===== src/rtl/dmem_access_unit.sv =====
// dmem_access_unit: data-memory access sequencer between execute and the word-wide data bus.
// Latches a load or store, runs one req/ack bus transaction, and steers byte lanes.
// It sign-extends load data and stalls the pipeline until the access completes.
// A bus cycle that waits TIMEOUT cycles without ack is aborted, and a sticky timeout_err is raised.
// Optional feature macro: DMEM_MISALIGN_TRAP_EN. When it is defined, misaligned half/word
// accesses skip the bus and complete in one cycle with a misalign pulse.
module dmem_access_unit #(
    parameter int TIMEOUT = 15
) (
    input  logic        clk,
    input  logic        rst_n,
    input  logic [1:0]  MemRead,
    input  logic [1:0]  MemWrite,
    input  logic [31:0] addr,
    input  logic [31:0] wdata,
    output logic [31:0] rdata,
    output logic        stall,
    output logic        done,
    output logic        misalign,
    output logic        timeout_err,
    output logic        bus_req,
    output logic        bus_we,
    output logic [31:0] bus_addr,
    output logic [3:0]  bus_be,
    output logic [31:0] bus_wdata,
    input  logic        bus_ack,
    input  logic [31:0] bus_rdata
);

    typedef enum logic [1:0] {S_IDLE, S_REQ, S_DONE, S_ERR} state_t;

    state_t      state_q, state_d;
    logic [7:0]  cnt_q, cnt_d;
    logic [1:0]  size_q, size_d;
    logic [1:0]  lane_q, lane_d;
    logic        we_q, we_d;
    logic [31:0] addr_q, addr_d;
    logic [3:0]  be_q, be_d;
    logic [31:0] wdata_q, wdata_d;
    logic [31:0] rdata_q, rdata_d;
    logic        terr_q, terr_d;
`ifdef DMEM_MISALIGN_TRAP_EN
    logic        mis_q, mis_d;
`endif

    logic        req_valid;
    logic [1:0]  req_size;

    // Byte enables for the access size at byte offset k
    function automatic logic [3:0] lane_be(input logic [1:0] size, input logic [1:0] k);
        case (size)
            2'b01:   return 4'b0001 << k;
            2'b10:   return k[1] ? 4'b1100 : 4'b0011;
            default: return 4'b1111;
        endcase
    endfunction

    // Replicate store data across all lanes so the enabled lanes carry it
    function automatic logic [31:0] lane_wdata(input logic [1:0] size, input logic [31:0] d);
        case (size)
            2'b01:   return {4{d[7:0]}};
            2'b10:   return {2{d[15:0]}};
            default: return d;
        endcase
    endfunction

    // Select the addressed byte/half of the bus word and sign-extend it
    function automatic logic [31:0] load_ext(input logic [1:0] size, input logic [1:0] k,
                                             input logic [31:0] d);
        logic [7:0]  b;
        logic [15:0] h;
        case (k)
            2'd0:    b = d[7:0];
            2'd1:    b = d[15:8];
            2'd2:    b = d[23:16];
            default: b = d[31:24];
        endcase
        h = k[1] ? d[31:16] : d[15:0];
        case (size)
            2'b01:   return {{24{b[7]}}, b};
            2'b10:   return {{16{h[15]}}, h};
            default: return d;
        endcase
    endfunction

`ifdef DMEM_MISALIGN_TRAP_EN
    // Half needs an even address, word needs a word-aligned address
    function automatic logic is_misaligned(input logic [1:0] size, input logic [1:0] k);
        return ((size == 2'b10) && k[0]) || ((size == 2'b11) && (k != 2'b00));
    endfunction
`endif

    assign req_valid = (MemWrite != 2'b00) || (MemRead != 2'b00);
    assign req_size  = (MemWrite != 2'b00) ? MemWrite : MemRead;

    // Next-state logic: accept a request, run the bus cycle, and complete or abort it
    always_comb begin
        state_d = state_q;
        cnt_d   = cnt_q;
        size_d  = size_q;
        lane_d  = lane_q;
        we_d    = we_q;
        addr_d  = addr_q;
        be_d    = be_q;
        wdata_d = wdata_q;
        rdata_d = rdata_q;
        terr_d  = terr_q;
`ifdef DMEM_MISALIGN_TRAP_EN
        mis_d   = 1'b0;
`endif
        case (state_q)
            S_IDLE: begin
                if (req_valid) begin
`ifdef DMEM_MISALIGN_TRAP_EN
                    if (is_misaligned(req_size, addr[1:0])) begin
                        mis_d   = 1'b1;
                        state_d = S_DONE;
                    end else begin
`endif
                        size_d  = req_size;
                        lane_d  = addr[1:0];
                        we_d    = (MemWrite != 2'b00);
                        addr_d  = {addr[31:2], 2'b00};
                        be_d    = lane_be(req_size, addr[1:0]);
                        wdata_d = lane_wdata(req_size, wdata);
                        cnt_d   = 8'd0;
                        state_d = S_REQ;
`ifdef DMEM_MISALIGN_TRAP_EN
                    end
`endif
                end
            end
            S_REQ: begin
                if (bus_ack) begin
                    if (!we_q) rdata_d = load_ext(size_q, lane_q, bus_rdata);
                    state_d = S_DONE;
                end else begin
                    cnt_d = cnt_q + 8'd1;
                    if (cnt_q + 8'd1 == 8'(TIMEOUT)) begin
                        terr_d  = 1'b1;
                        rdata_d = 32'd0;
                        state_d = S_ERR;
                    end
                end
            end
            S_DONE:  state_d = S_IDLE;
            default: state_d = S_IDLE;
        endcase
    end

    // State and datapath registers; reset abandons any bus cycle and clears all outputs
    always_ff @(posedge clk or negedge rst_n) begin
        if (!rst_n) begin
            state_q <= S_IDLE;
            cnt_q   <= 8'd0;
            size_q  <= 2'b00;
            lane_q  <= 2'b00;
            we_q    <= 1'b0;
            addr_q  <= 32'd0;
            be_q    <= 4'd0;
            wdata_q <= 32'd0;
            rdata_q <= 32'd0;
            terr_q  <= 1'b0;
`ifdef DMEM_MISALIGN_TRAP_EN
            mis_q   <= 1'b0;
`endif
        end else begin
            state_q <= state_d;
            cnt_q   <= cnt_d;
            size_q  <= size_d;
            lane_q  <= lane_d;
            we_q    <= we_d;
            addr_q  <= addr_d;
            be_q    <= be_d;
            wdata_q <= wdata_d;
            rdata_q <= rdata_d;
            terr_q  <= terr_d;
`ifdef DMEM_MISALIGN_TRAP_EN
            mis_q   <= mis_d;
`endif
        end
    end

    assign bus_req     = (state_q == S_REQ);
    assign stall       = ((state_q == S_IDLE) && req_valid) || (state_q == S_REQ);
    assign done        = (state_q == S_DONE) || (state_q == S_ERR);
    assign bus_we      = we_q;
    assign bus_addr    = addr_q;
    assign bus_be      = be_q;
    assign bus_wdata   = wdata_q;
    assign rdata       = rdata_q;
    assign timeout_err = terr_q;
`ifdef DMEM_MISALIGN_TRAP_EN
    assign misalign    = mis_q;
`else
    assign misalign    = 1'b0;
`endif

endmodule


===== config.mk =====
export PLATFORM = sky130hd
export DESIGN_NAME = dmem_access_unit
export DESIGN_NICKNAME = d
export VERILOG_FILES = /design/src/rtl/dmem_access_unit.sv
export SDC_FILE = /design/constraint.sdc
export NUM_CORES = 1
export LEC_CHECK = 0
export CAP_MARGIN = 20
export CORE_MARGIN = 2
export CORE_UTILIZATION = 44
export DETAILED_ROUTE_END_ITERATION = 7
export PLACE_DENSITY = 0.79
export SYNTH_ARGS = -nofsm -noshare
export SYNTH_HDL_FRONTEND = slang
export SYNTH_SLANG_ARGS = --single-unit

===== constraint.sdc =====
create_clock -name clk -period 2.8 [get_ports clk]
set_input_delay 0.56 -clock clk [delete_from_list [all_inputs] [get_ports clk]]
set_output_delay 0.56 -clock clk [all_outputs]
set_load 0.01 [all_outputs]

# [After elaboration in Yosys (flattened, before gate mapping)]
# Index checks and enable logic that the tools add are counted.
# Widths: inputs -> output; s select.
[totals] ff_bits=114 inputBits=103
[op_classes] add_sub_neg=1 n_eq_ne=14 shift=1 mux=17 bitwise=1 n_reduce_logical=15
[ops] cell="$pmux 32 s2" n=2
[ops] cell="$mux 32" n=3
[ops] cell="$pmux 8 s3" n=1
[ops] cell="$mux 16" n=1
[ops] cell="$mux 8" n=2
[ops] cell="$pmux 8 s2" n=1
[ops] cell="$eq 2x2->1 const B" n=5
[ops] cell="$reduce_and 3->1" n=3
[ops] cell="$add 8x1->8 const B" n=1
[ops] cell="$eq 2x1->1 const B" n=4
[ops] cell="$eq 8x4->1 const B" n=1
[ops] cell="$mux 2" n=4
[ops] cell="$pmux 4 s2" n=1
[ops] cell="$reduce_bool 2->1" n=4
[ops] cell="$ne 2x2->1 const B" n=3
[ops] cell="$logic_not 2->1" n=2
[ops] cell="$mux 4" n=1
[ops] cell="$pmux 2 s2" n=1
[ops] cell="$reduce_and 2->1" n=2
[ops] cell="$shl 1x2->4 const A" n=1
[ops] cell="$logic_or 1x1->1" n=3
[ops] cell="$ne 3x1->1 const B" n=1
[ops] cell="$logic_and 1x1->1" n=1
[ops] cell="$not 1->1" n=1

# [Longest topological paths before layout]
# Gate-level depths: netlist (run 1).
[depth] word_depth=5 depth_mapped=9

# [Worst setup path after synthesis (run 1)]
# OpenSTA, ideal clock, no wires.
[synth_path] path_type="input to output" startpoint="input MemRead[0]" endpoint="output stall" t_arrival_ns=1.663 required_ns=2.240 setup_slack_ns=0.577 path_stages=5 path_buffers=2 cell_sequence="nor4_1 or3_1 clkbuf_1 clkbuf_1 nand2_1"
[synth_via] elab_chain_cells=4
[synth_lines] item="start: declaration" line="12" rtl="input logic [1:0] MemRead,"
[synth_lines] item="$reduce_bool 2->1" line="93" rtl="assign req_valid = (MemWrite != 2'b00) || (MemRead != 2'b00);"
[synth_lines] item="$logic_or 1x1->1" line="93"
[synth_lines] item="$logic_and 1x1->1" line="185" rtl="assign stall = ((state_q == S_IDLE) && req_valid) || (state_q == S_REQ);"
[synth_lines] item="$logic_or 1x1->1" line="185"
[synth_lines] item="end: declaration" line="17" rtl="output logic stall,"
# No other way between the ends.

# [Worst setup path in the final report (run 1)]
[layout_path] startpoint="input MemWrite[1]" endpoint="output stall"
[layout_via] elab_chain_cells=4
[layout_lines] item="start: declaration" line="13" rtl="input logic [1:0] MemWrite,"
[layout_lines] item="$reduce_bool 2->1" line="93"
[layout_lines] item="$logic_or 1x1->1" line="93"
[layout_lines] item="$logic_and 1x1->1" line="185"
[layout_lines] item="$logic_or 1x1->1" line="185"
# No other way between the ends.

==> impl_metrics.json, run 1 <==
{
  "start_util": 0.449,
  "path_class": "in2out",
  "yosysSeqAreaShare": 0.534,
  "drtAntennaViolNets": 0,
  "synthesis.area_um2": 5350,
  "h-tree-depth": 4,
  "cts_root_buf": "clkbuf_16",
  "multi_input_area_um2": 2250,
  "grt_pass1_vias": 5193,
  "synth_edf_count": 0,
  "grt_use_met3": 0.0974,
  "slew_violations": 0,
  "period_needed_ns": 2.75,
  "status": "complete, no violations",
  "rsz0062_at_grt": "false",
  "place_inst": 916,
  "final.setup.tns_ns": 0,
  "start_kind": "primary input",
  "gr-usage-met1": 0.299,
  "clock_path_buffers": 2,
  "gp_congestion": 0.905,
  "fin_hold_ws_ns": 0.132,
  "clkLatencyLatePin_ns": 0.42,
  "clock-sinks": 114,
  "core-area_um2": 11900,
  "end_kind": "output port",
  "die_x_um": 114,
  "drtIter0Drc": 244,
  "utilization": 0.687,
  "switching_power_mw": 3.31,
  "firstDrtPassIters": 5,
  "vias": 5078,
  "switching_share": 0.357,
  "synthArstFlopShare": 1.00,
  "track_usage": 0.253,
  "hold_viol_final": 0,
  "busiest_layer": "met2",
  "p_int_mw": 5.95,
  "register_area_um2": 2850,
  "syn_inst": 584,
  "dieArea_um2": 13000,
  "met2_usage": 0.402,
  "cts_setup_buffers": 0,
  "final_nets": 897,
  "holdCritPathClass": "in2async",
  "portBuffers": 205,
  "layout.cells.most_common": "clkdlybuf4s50_1",
  "synthFlopType": "dfrtp_1",
  "finalClockSkew_ns": 0.00860,
  "wl_per_cell_um": 16.7,
  "drc": 0,
  "cts_made_buffers": 17,
  "grt_max_degree": 75,
  "cts_hold_buf": 0,
  "worstPathArrival_ns": 2.19,
  "grt_pass1_wl_um": 25600,
  "ioPinCount": 209,
  "slew-limit-headroom": 0.449,
  "crit_fanout": 2,
  "postSynthAreaPerCell_um2": 9.15,
  "ir_worst_vdd_mv": 0.679,
  "grt-ovfl-total": 0,
  "crit_required_ns": 2.24,
  "period_share": 0.982,
  "antenna_found_initial": 0,
  "via_per_inst": 5.36,
  "instances_no_fill": 948,
  "drt_wl_total_um": 15900,
  "syn2layout_area_growth_pct": 53.1,
  "clock.fmax_ghz": 0.364,
  "die_y_um": 114,
  "setup_violations": 0,
  "synth.distinct_cells": 47,
  "clkPwrFrac": 0.239,
  "fill_cells": 931,
  "num_antenna_cells": 0,
  "num_rows": 40,
  "seqPwrFrac": 0.311,
  "mostFrequentLayoutCells": "204 x clkdlybuf4s50_1, 144 x nand2_1, 114 x dfrtp_1",
  "ys_ff_latch": 114,
  "drive_gt1_frac": 0.0774,
  "power_frac_comb": 0.450,
  "leakage_nw": 3.69,
  "worstMarginPinSlew_ns": 0.824,
  "post-dp-hpwl_um": 11500,
  "path_clk_slew_ns": 0.05,
  "powerDensity_nw_per_um2": 1130,
  "ys_warn_count": 0,
  "maxCapViolCount": 0,
  "cts_tree": "yes"
}
==> timing repair <==
item	4_1_cts	5_1_grt
hold endpoints to repair	0	0
gates resized for setup	0	1
setup endpoints to repair	0	1
==> power groups by stage <==
stage | clock network, mW | logic, mW | registers, mW
2_1_floorplan | 0 | 1.75 | 3.12
3_3_place_gp | 0 | 4.05 | 2.85
3_5_place_dp | 0 | 4.15 | 2.89
4_1_cts | 2.25 | 4.19 | 2.88
5_1_grt | 2.32 | 4.56 | 2.97
6_report | 2.22 | 4.17 | 2.88
==> sequential cells by signal, summed over array words and instances (netlist names) <==
name	cells
state_q	2
bus_addr	30
bus_wdata	32
lane_q	2
size_q	2
cnt_q	8
timeout_err	1
rdata	32
bus_we	1
bus_be	4
==> path summary, 6_finish.rpt <==
path                             start      endpoint  slack (ns)  cells past startpoint
setup / recovery           MemWrite[1]         stall        0.05                      5
hold / removal                   rst_n      cnt_q[4]        0.13                      2
setup reg to reg              cnt_q[1]      rdata[1]        0.32                      6
hold reg to reg              bus_be[1]     bus_be[1]        0.46                      2
max in group asynchronous        rst_n  bus_wdata[9]        2.17                      2
min in group clk             bus_be[1]     bus_be[1]        0.46                      2
==> Yosys cell counts, types with 2 or more instances <==
library cell | number | area (µm²)
a21boi_2 | 2 | 22.5
a21o_1 | 9 | 67.6
a21oi_1 | 32 | 160
a221oi_1 | 16 | 140
a22o_1 | 18 | 158
a22oi_1 | 15 | 113
a31o_1 | 7 | 61.3
a31oi_1 | 2 | 12.5
and2_1 | 2 | 12.5
buf_2 | 2 | 10.0
buf_4 | 3 | 22.5
buf_6 | 3 | 33.8
clkbuf_1 | 31 | 116
dfrtp_1 | 114 | 2850
ha_1 | 6 | 75.1
inv_1 | 21 | 78.8
nand2_1 | 144 | 541
nand2b_1 | 21 | 131
nand3_1 | 7 | 35.0
nor2_1 | 58 | 218
nor2b_1 | 3 | 18.8
o21ai_0 | 41 | 205
o31ai_1 | 2 | 15.0
xnor2_1 | 2 | 17.5
==> cell type report <==
class                           count  area share
Sequential cell                   114       0.348
Timing Repair Buffer              223       0.270
Tap cell                          147      0.0225
Clock inverter                     10      0.0159
Inverter                           21     0.00963
Clock buffer                       22      0.0591
Multi-Input combinational cell    411       0.275
==> per-stage QoR <==
stage               total power, mW  cell area (µm²)  worst slack (ns)
floorplan                      4.87             5350             0.577
global placement               6.90             7570            0.0930
detailed placement             7.04             7570            0.0317
CTS                            9.32             8180            0.0672
global route                   9.85             8190           0.00510
finish                         9.26             8190            0.0492
==> critical path, stage by stage <==
cell and delay [ns]:
clkdlybuf4s50_1 0.51, nor4_2 0.07, or3_2 0.42, nand2_1 0.09
clkdlybuf4s50_1 0.53
==> kinds of logic (layout without fill, tap and decap cells) <==
family / count (synthesis) / after routing / share of synthesized area
fa+ha+maj: 6 / 6 / 0.0140
other cells: 1 / 3 / 0.000701
xor+xnor: 5 / 5 / 0.0110
compound gates: 148 / 148 / 0.192
flops: 114 / 114 / 0.534
buf+inv: 61 / 276 / 0.0496
simple gates: 248 / 248 / 0.197
mux: 1 / 1 / 0.00211
==> metal layers <==
layer  up-vias  wire [µm]
met4         0        491
li1       2380          -
met3        39       1580
met2       238       7540
met5         -          0
met1      2421       6240
Power figures use the tool's default switching activity.
==> run 2: changes to the inputs <==
Settings changed: CORE_UTILIZATION 44 to 45, CTS_BUF_LIST from default to sky130_fd_sc_hd__clkbuf_8, PLACE_DENSITY 0.79 to 0.8.
==> run 2 against run 1 <==
The run now ends with DRC left. Maximum frequency up 4.7%. Sequential power about the same. Wire length down 0.73%. Count of clock-buffer cells in the layout down 4. Global-route usage up 0.33 points. Setup slack better by 0.12 ns. Die area down 2.1%. Critical path depth unchanged. Power down 8.8%. Via count down 1.1%. Largest power group unchanged.
==> impl_metrics.json, run 2 (synthesis results as in run 1) <==
{
  "setup.worst_path.start": "MemWrite[0]",
  "finalClockSkew_ns": 0.0164,
  "dp_slack_ns": -0.00490,
  "num_rows": 39,
  "vias": 5023,
  "grt_pass1_wl_um": 25800,
  "dieArea_um2": 12800,
  "gp_congestion": 0.906,
  "start_kind": "primary input",
  "critical_path.max_stage_delay_ns": 0.49,
  "ir_worst_vdd_mv": 0.607,
  "layout.cells.most_common": "clkdlybuf4s50_1",
  "mostFrequentLayoutCells": "203 x clkdlybuf4s50_1, 144 x nand2_1, 114 x dfrtp_1",
  "core-area_um2": 11500,
  "portBuffers": 205,
  "ioPinCount": 209,
  "holdCritPathClass": "in2async",
  "via_per_inst": 5.34,
  "drtIter0Drc": 293,
  "drc": 13,
  "drtAntennaViolNets": 0,
  "grt_pass1_vias": 5155,
  "regToRegEndpoint": "rdata[31]",
  "clkLatencyLatePin_ns": 0.44,
  "antenna_found_initial": 0,
  "h-tree-depth": 4,
  "syn2layout_area_growth_pct": 48.0,
  "end_kind": "output port",
  "status": "finished with violations",
  "setup_slack_ns": 0.173,
  "start_util": 0.464,
  "final_nets": 894,
  "final.setup.tns_ns": 0,
  "worstMarginPinSlew_ns": 0.796,
  "setup_violations": 0,
  "reg2regPathDepth": 6,
  "drive_gt1_frac": 0.0702,
  "period_needed_ns": 2.63,
  "path_depth": 5,
  "utilization": 0.687,
  "violations": "DRC",
  "track_usage": 0.256,
  "cts_tree": "yes",
  "slew-limit-headroom": 0.467,
  "drt_wl_total_um": 15700,
  "post-dp-hpwl_um": 11700,
  "maxCapViolCount": 0,
  "clock_path_buffers": 2,
  "post_cts_resized": 1,
  "firstDrtPassIters": 8,
  "rsz0062_at_grt": "false",
  "crit_fanout": 3,
  "cts_root_buf": "clkbuf_8",
  "p_total_mw": 8.45,
  "worstReg2RegStart": "cnt_q[0]",
  "cts_made_buffers": 17,
  "die_x_um": 113,
  "period_share": 0.938,
  "crit_required_ns": 2.24,
  "powerDensity_nw_per_um2": 1070,
  "path_class": "in2out",
  "path_clk_slew_ns": 0.06,
  "crit_path_top_delay_cell": "nor4_1",
  "die_y_um": 113,
  "leakage_nw": 3.57,
  "fin_hold_ws_ns": 0.134,
  "reg2reg_slack_ns": 0.38,
  "worst_setup_path_endpoint": "stall",
  "fill_cells": 892,
  "clock.fmax_ghz": 0.381,
  "clock-sinks": 114,
  "worstPathArrival_ns": 2.07,
  "cts_setup_buffers": 0,
  "num_antenna_cells": 0,
  "worst-path-buf-inv": 2,
  "cts_hold_buf": 0,
  "grt_max_degree": 75,
  "wl_per_cell_um": 16.7,
  "hold_viol_final": 0,
  "slew_violations": 0,
  "grt-ovfl-total": 0,
  "cp_cell_sequence": "clkdlybuf4s50_1 -> nor4_1 -> or3_2 -> nand2_1 -> dlygate4sd2_1",
  "cp_top_family": "simple AND/OR/NAND/NOR gates"
}
[run 2: changes by cell type in the layout (fill, tap and decap cells not counted), moves of 3 or more]
cell and change:
inv_1 +3, clkbuf_16 -17, clkbuf_8 +14, buf_4 -3
[run 2: final cells by class]
type                            count  area (µm²)  share of cell area
Sequential cell                   114        2850               0.361
Multi-Input combinational cell    411        2240               0.283
Timing Repair Buffer              220        2190               0.276
Clock buffer                       18         248              0.0313
Tap cell                          143         179              0.0226
Clock inverter                     14         124              0.0157
Inverter                           21        78.8             0.00997
[run 2: per-stage QoR]
step / area (µm²) / cells
global route: 7910 / 941
floorplan: 5350 / 586
finish: 7910 / 941
global placement: 7540 / 909
CTS: 7910 / 941
detailed placement: 7540 / 909
[run 2: how the worst min path moves through the flow]
stage	from	end	cells past startpoint
final	rst_n	cnt_q[4]	1
after global routing	rst_n	cnt_q[4]	1
after CTS	rst_n	bus_addr[25]	1
after detailed placement	timeout_err	timeout_err	1
after global placement	timeout_err	timeout_err	1
after floorplan	rst_n	bus_addr[10]	0
[run 2: power by group]
part | leakage (nW) | internal, mW | switching [mW] | total [mW]
Combinational | 1.97 | 2.06 | 2.05 | 4.11
Clock | 0.198 | 0.792 | 0.662 | 1.45
Sequential | 1.40 | 2.39 | 0.497 | 2.89
Total | 3.57 | 5.25 | 3.20 | 8.45
[run 2: routing by layer]
metal	wire [µm]	global-route usage	vias up
li1	-	-	2372
met5	0	0	-
met4	402	0.101	0
met2	7430	0.412	225
met1	6180	0.298	2397
met3	1730	0.119	29
==> run 3: changes to the inputs <==
Settings changed: ABC_CLOCK_PERIOD_IN_PS from default to 2800, CORE_UTILIZATION 45 to 58, DONT_BUFFER_PORTS from default to 1, PLACE_DENSITY 0.8 to 0.72.
==> run 3 against run 2 <==
The flow finishes with violations (hold timing). Final area shrank 27%. Clock power increased by 6%. Flip-flop and latch count stayed put. Final cell count down 26%. First-iteration DRC count is 28% lower. Global-route usage increased by 0.56 points. Clock skew fell by 0.0073 ns. Worst hold slack got worse by 0.31 ns. Wire length fell by 20%. Maximum frequency increased by 7.0%. Critical path type is now reg2reg. Die area decreased by 22%. Count of clock-buffer cells in the layout unchanged.
==> impl_metrics.json, run 3 (synthesis results as in run 1) <==
{
  "status": "finished with violations",
  "violations": "hold timing",
  "path_class": "reg2reg",
  "hold_viol_final": 114,
  "grt_pass1_vias": 4096,
  "stdcell_area_um2": 5800,
  "crit_fanout": 8,
  "layout.cells.most_common": "nand2_1",
  "end_kind": "flop",
  "syn2layout_area_growth_pct": 8.40,
  "dieArea_um2": 10000,
  "powerDensity_nw_per_um2": 1200,
  "multi_input_area_um2": 2240,
  "leakage_nw": 2.75,
  "drtAntennaViolNets": 0,
  "h-tree-depth": 4,
  "firstDrtPassIters": 4,
  "worstMarginPinSlew_ns": 0.753,
  "num_antenna_cells": 0,
  "ir_worst_vdd_mv": 0.709,
  "clock_path_buffers": 2,
  "register_area_um2": 2850,
  "maxCapViolCount": 0,
  "final_nets": 683,
  "grt_max_degree": 115,
  "p_total_mw": 6.97,
  "antenna_found_initial": 0,
  "clock-sinks": 114,
  "portBuffers": 0,
  "clock.fmax_ghz": 0.407,
  "die_x_um": 100,
  "slew-limit-headroom": 0.496,
  "setup_violations": 0,
  "final.setup.tns_ns": 0,
  "cts_tree": "yes",
  "core-area_um2": 9110,
  "grt-ovfl-total": 0,
  "dp_slack_ns": 0.366,
  "drt_wl_total_um": 12700,
  "fill_cells": 766,
  "fin_hold_ws_ns": -0.172,
  "worstPathArrival_ns": 2.76,
  "setup_slack_ns": 0.346,
  "finalClockSkew_ns": 0.00910,
  "cts_setup_buffers": 0,
  "drive_gt1_frac": 0.0886,
  "track_usage": 0.261,
  "rsz0062_at_grt": "false",
  "crit_required_ns": 3.11,
  "holdCritPathClass": "in2async",
  "period_share": 0.877,
  "die_y_um": 100,
  "cts_made_buffers": 17,
  "drtIter0Drc": 210,
  "gp_congestion": 0.903,
  "path_clk_slew_ns": 0.08,
  "post-dp-hpwl_um": 9030,
  "slew_violations": 0,
  "via_per_inst": 5.86,
  "start_kind": "flop",
  "utilization": 0.636,
  "num_rows": 35,
  "period_needed_ns": 2.45,
  "cts_root_buf": "clkbuf_8",
  "post_cts_resized": 0,
  "place_area_um2": 5390,
  "grt_pass1_wl_um": 20600,
  "clkLatencyLatePin_ns": 0.42,
  "vias": 4091,
  "ioPinCount": 209,
  "mostFrequentLayoutCells": "144 x nand2_1, 114 x dfrtp_1, 58 x nor2_1",
  "wl_per_cell_um": 18.1,
  "start_util": 0.587,
  "drc": 0
}
[run 3: cell count changes in the layout (fill, tap and decap cells not counted), sizes merged]
cell           change
clkdlybuf4s50    -203
clkinvlp           -1
buf                -7
dlygate4sd2        -1
inv                +1
[run 3: per-layer routing]
metal / vias to the layer above / part of all wire / track usage
met4: 0 / 0.020 / 0.0927
li1: 1953 / - / -
met2: 190 / 0.48 / 0.408
met3: 23 / 0.099 / 0.117
met1: 1925 / 0.40 / 0.325
met5: - / 0 / 0
[run 3: final timing paths]
kind | startpoint | endpoint | slack, ns | cells after the start
max | cnt_q[0] | rdata[5] | 0.35 | 6
min | rst_n | bus_addr[10] | -0.17 | 0
max reg2reg | cnt_q[0] | rdata[5] | 0.35 | 6
min reg2reg | size_q[0] | size_q[0] | 0.52 | 2
max in group asynchronous | rst_n | bus_wdata[31] | 2.85 | 0
min in group clk | addr[6] | bus_addr[6] | 0.24 | 2
[run 3: per-stage QoR]
stage               hold slack [ns]  std cells
detailed placement            0.269        666
global placement              0.269        666
floorplan                     0.264        586
global route                 -0.213        698
finish                       -0.172        698
CTS                          -0.196        698
[run 3: final cells by class]
| type | instances | share of cell area |
|---|---|---|
| Clock inverter | 14 | 0.0268 |
| Inverter | 21 | 0.0136 |
| Tap cell | 111 | 0.0240 |
| Clock buffer | 18 | 0.0427 |
| Multi-Input combinational cell | 411 | 0.387 |
| Sequential cell | 114 | 0.492 |
| Timing Repair Buffer | 9 | 0.0138 |
[run 3: report_power, final]
| group | switching (mW) | internal, mW |
|---|---|---|
| registers | 0.910 | 2.39 |
| logic | 1.33 | 0.803 |
| clock network | 0.711 | 0.827 |
[run 3: critical path, cell delays in order (launching register included)]
cell and delay [ns]:
dfrtp_1 0.45, ha_1 0.24, nand3_1 0.14, xnor2_1 0.21, or4_1 0.48, nand4bb_1 0.47, a31o_1 0.36
